**config.mk**
```make
export PLATFORM = sky130hd
export DESIGN_NAME = burst_mem_responder
export DESIGN_NICKNAME = d
export VERILOG_FILES = /design/src/rtl/burst_mem_responder.sv
export SDC_FILE = /design/constraint.sdc
export NUM_CORES = 2
export LEC_CHECK = 0
export CAP_MARGIN = 20
export CORE_ASPECT_RATIO = 1.75
export CORE_MARGIN = 2
export CORE_UTILIZATION = 55
export DETAILED_ROUTE_END_ITERATION = 6
export DONT_BUFFER_PORTS = 1
export GPL_ROUTABILITY_DRIVEN = 0
export PLACE_DENSITY_LB_ADDON = 0.08
export SYNTH_ARGS = -nofsm -noshare
export SYNTH_HDL_FRONTEND = slang
export SYNTH_SLANG_ARGS = --single-unit
```
**constraint.sdc**
```tcl
create_clock -name clk -period 5.58 [get_ports clk]
set_input_delay 0.558 -clock clk [delete_from_list [all_inputs] [get_ports clk]]
set_output_delay 0.558 -clock clk [all_outputs]
set_load 0.05 [all_outputs]
```
**src/rtl/burst_mem_responder.sv**
```systemverilog
// Memory-side responder for the 4-beat, 64-bit burst protocol.
// It accepts a line-aligned read or write, waits LATENCY idle cycles, and then moves
// four 64-bit beats in consecutive cycles with resp_o high on each beat.
// Backing store is an array of 256-bit lines that reset does not clear.
module burst_mem_responder #(
  parameter int unsigned DEPTH_LINES = 16,
  parameter int unsigned LATENCY     = 2
) (
  input  logic        clk,
  input  logic        reset_n,
  input  logic [31:0] address_i,
  input  logic        read_i,
  input  logic        write_i,
  input  logic [63:0] burst_i,
  output logic [63:0] burst_o,
  output logic        resp_o
);

  localparam int unsigned IDX_W = $clog2(DEPTH_LINES);
  // lat_cnt only ever holds LATENCY-1 down to 0.
  localparam int unsigned LAT_W = (LATENCY > 1) ? $clog2(LATENCY) : 1;

  typedef enum logic [1:0] {
    StIdle,
    StWait,
    StBurst,
    StDone
  } state_e;

  state_e             r_state, w_state_next;
  logic               r_op_write, w_op_write_next;
  logic [IDX_W-1:0]   r_idx, w_idx_next;
  logic [LAT_W-1:0]   r_lat_cnt, w_lat_cnt_next;
  logic [1:0]         r_beat, w_beat_next;

  logic [255:0]       r_mem [DEPTH_LINES];

  logic               w_accept;
  logic               w_beat_write;
  logic [7:0]         w_beat_lsb;
  logic               w_unused_addr;

  // Address bits outside the line index are don't-care (offset bits and aliasing bits).
  assign w_unused_addr = ^{address_i[31:5+IDX_W], address_i[4:0]};

  assign w_accept     = read_i | write_i;
  assign w_beat_lsb   = {r_beat, 6'b000000};
  // A reset edge takes priority, so the beat under reset is never committed.
  assign w_beat_write = reset_n && (r_state == StBurst) && r_op_write;

  // Control state register with synchronous active-low reset.
  always_ff @(posedge clk) begin
    if (!reset_n) begin
      r_state    <= StIdle;
      r_op_write <= 1'b0;
      r_idx      <= '0;
      r_lat_cnt  <= '0;
      r_beat     <= 2'd0;
    end else begin
      r_state    <= w_state_next;
      r_op_write <= w_op_write_next;
      r_idx      <= w_idx_next;
      r_lat_cnt  <= w_lat_cnt_next;
      r_beat     <= w_beat_next;
    end
  end

  // Next-state logic: accept, wait out the latency, step through four beats, then one dead cycle.
  always_comb begin
    w_state_next    = r_state;
    w_op_write_next = r_op_write;
    w_idx_next      = r_idx;
    w_lat_cnt_next  = r_lat_cnt;
    w_beat_next     = r_beat;
    unique case (r_state)
      StIdle: begin
        if (w_accept) begin
          // Read wins when both requests are high.
          w_op_write_next = ~read_i;
          w_idx_next      = address_i[5 +: IDX_W];
          w_beat_next     = 2'd0;
          if (LATENCY > 0) begin
            w_state_next   = StWait;
            w_lat_cnt_next = LAT_W'(LATENCY - 1);
          end else begin
            w_state_next   = StBurst;
          end
        end
      end
      StWait: begin
        if (r_lat_cnt == '0) begin
          w_state_next = StBurst;
        end else begin
          w_lat_cnt_next = r_lat_cnt - 1'b1;
        end
      end
      StBurst: begin
        w_beat_next = r_beat + 2'd1;
        if (r_beat == 2'd3) begin
          w_state_next = StDone;
        end
      end
      StDone: begin
        // Requests are ignored here so the initiator has a cycle to drop them.
        w_state_next = StIdle;
      end
      default: begin
        w_state_next = StIdle;
      end
    endcase
  end

  // Line storage: commit one 64-bit beat per burst cycle of a write; never reset.
  always_ff @(posedge clk) begin
    if (w_beat_write) begin
      r_mem[r_idx][w_beat_lsb +: 64] <= burst_i;
    end
  end

  // Outputs: beat strobe during the burst, and read data that is zero outside read beats.
  always_comb begin
    resp_o  = (r_state == StBurst);
    burst_o = 64'd0;
    if ((r_state == StBurst) && !r_op_write) begin
      burst_o = r_mem[r_idx][w_beat_lsb +: 64];
    end
  end

endmodule

```
==> impl_results.md <==
* Post-synth top flop: edfxtp_1
* Max Slew Vio Count at 0
* Top-area cell type share of the netlist area at 0.778
* Design Power at 66900 uW
* Cell area after layout at 176000 um2
* Root Buffer: clkbuf_16
* Initial antenna violation count at 60
* Power per cell area at 380 nW/um2
* Routed Antenna Nets at 0
* Rows at 260
* Largest net degree at the start of global routing at 119
* Critical Path Source Type: register
* Die span in y at 713 um
* Worst Path Max Fanout at 47
* Reg2reg setup slack at 1.56 ns
* H-tree levels at 5
* Area contributors post-synth: edfxtp_1, mux4_2, mux2i_1
* Share of layout cells above drive strength 1 at 0.253
* Reg clk slew, reported paths at 0.07 ns
* Cts repair resizes at 0
* Placed cell areas at 165000 um2
* Syn Nets at 7168
* RR Startpoint: r_beat[0]$_SDFFE_PN0P_
* # DRC at 0
* Sink Count at 4110
* Seq/Total Area, Yosys at 0.780
* Layout net count at 7458
* Grt total ovfl at 0
* Drt total wl at 463000 um
* Reg-to-reg endpoint: r_mem[6][0]$_DFFE_PP_
* Hold Path Depth at 3
* Skew final at 0.0463 ns
* Io pins at 165
* Worst Path Arrival at 4.71 ns
* First-pass GRT wire length at 634000 um
* Final min period at 5.27 ns
* Post-Syn Instances at 7059
* Final Hold Fails at 0
* Yosys top cell by area: edfxtp_1
* Synth unique cells at 42
* Initial core utilization at 0.552
* Setup TNS at 0 ns
* Post-Syn Area per Cell at 22.4 um2
* RSZ-0062 raised after global routing: no
* F_max at 0.190 GHz
* Seq cells post-synth at 4110
* Vias in the first global route at 78838
* Routed WL per cell at 40.2 um
* Core area at 286000 um2
* Routed vias/inst at 6.76
* Worst R2R Path Depth at 5
* Leak pwr at 0.0606 uW
* Clock Path Buffers at 4
* Worst slew pin tran at 1.18 ns
* Commonest cells after routing, fill and taps aside: edfxtp_1, mux4_2, clkbuf_16
* # setup viols final at 0
* CTS buffer count at 358
* Fin crit share at 0.945
* Final-layout fill cell count at 19896
* Crit Path Category: register to primary output
* Mapped Area at 158000 um2
* Post-synth ARST share at 0
* Worst rel slew slack at 0.212
* Commonest non-fill, non-tap cell in the layout: edfxtp_1
* Max-cap violations at 0
* Hold Crit Start: read_i
* Tot GR Track Use at 0.318
* Status: finished, final reports clean
* IR drop worst, VDD at 0.298 mV
* Area Growth Syn to Fin at 11.6%
* First-pass iteration count of the detailed router at 6
* TritonCTS clock tree: yes
* Port bufs at 0
* Post-synth EDFFs at 4096
* Clk_lat worst skew at 0.93 ns
* Worst path required time at 5.02 ns
* Worst hold path type: input port to register
* CP Capture Type: primary output
* Dpl hpwl at 267000 um
* Die Area at 292000 um2
* Initial DRC Count at 9560
* Warnings from Yosys at 0
* Via count at 77849
* Floorplan die width at 409 um
==> sequential cells by signal, summed over array words and instances (netlist names), named ones only <==
signal,flops
r_mem,4096
r_idx,4
r_beat,2
r_state,2
r_lat_cnt,1
r_op_write,1
==> timing repair <==
| action | 4_1_cts | 5_1_grt |
|---|---|---|
| setup buffers | 0 | 0 |
| hold buffers | 10 | 0 |
| hold endpoints to repair | 14 | 0 |
==> stage by stage <==
step / hold WS, ns / utilization / worst slack [ns] / std cells
after floorplan: 0.466 / - / 0.739 / 7059
after global placement: 0.477 / 0.575 / 1.25 / 10775
after detailed placement: 0.495 / 0.575 / 1.29 / 10778
after CTS: 0.00886 / 0.615 / 0.277 / 11417
after global routing: 0.0716 / 0.616 / 0.207 / 11479
final: 0.0710 / 0.616 / 0.308 / 11509
==> per-layer routing <==
layer / vias up / share of wire / track usage
met3: 1000 / 0.082 / 0.0559
li1: 30562 / - / -
met5: - / 0.00017 / 0
met1: 42204 / 0.34 / 0.388
met2: 4073 / 0.52 / 0.553
met4: 10 / 0.054 / 0.150
==> worst max-delay path by stage <==
| stage | from | to | slack [ns] | cells after the start |
|---|---|---|---|---|
| 6_report | register | burst_o[56] | 0.31 | 6 |
| 2_1_floorplan | r_state[0]$_SDFFE_PN0P_ | r_mem[15][192]$_DFFE_PP_ | 0.74 | 6 |
| 4_1_cts | register | burst_o[39] | 0.28 | 6 |
| 5_1_grt | register | burst_o[37] | 0.21 | 8 |
| 3_3_place_gp | register | burst_o[34] | 1.25 | 7 |
| 3_5_place_dp | register | burst_o[56] | 1.29 | 6 |
==> kinds of logic after synthesis <==
logic type,Yosys count,share of synthesized area
buf+inv,418,0.0138
fa+ha+maj,9,0.000712
flops,4110,0.780
compound gates,627,0.0265
mux,1284,0.158
simple gates,611,0.0208
==> critical path, cell delays in order (launching register included) <==
cell,delay (ns)
dfxtp_4,1.03
buf_4,0.39
buf_4,0.65
mux4_2,0.37
o22ai_1,0.08
nor3_1,0.53
o22a_1,0.60
==> Yosys cell counts (all sizes together) (9+ instances only) <==
cell	instances
mux2i	270
clkbuf	154
nand2	56
o221ai	22
o22ai	201
a31oi	13
mux4	966
nand3	9
edfxtp	4096
nor3	104
and2	259
a211oi	41
o22a	49
mux2	48
nor2b	53
o211ai	75
ha	9
o21ai	58
nor2	106
a22oi	49
nand2b	12
dfxtp	14
o31ai	28
buf	256
a21oi	82
==> cell type report <==
class	count	area [um2]	share of cell area
tap	3799	4750	0.0270
multi-input combinational	2531	33200	0.188
inverter	8	30.0	0.000170
antenna	92	230	0.00131
sequential	4110	123000	0.699
timing repair buffer	340	3430	0.0194
clock buffer	443	9450	0.0536
clock inverter	186	1900	0.0108
==> report_power, final <==
| group | switching, uW | internal [uW] |
|---|---|---|
| Clock | 11100 | 13800 |
| Sequential | 173 | 34300 |
| Combinational | 4950 | 2660 |
No activity file was read; power rests on OpenSTA's default activity.
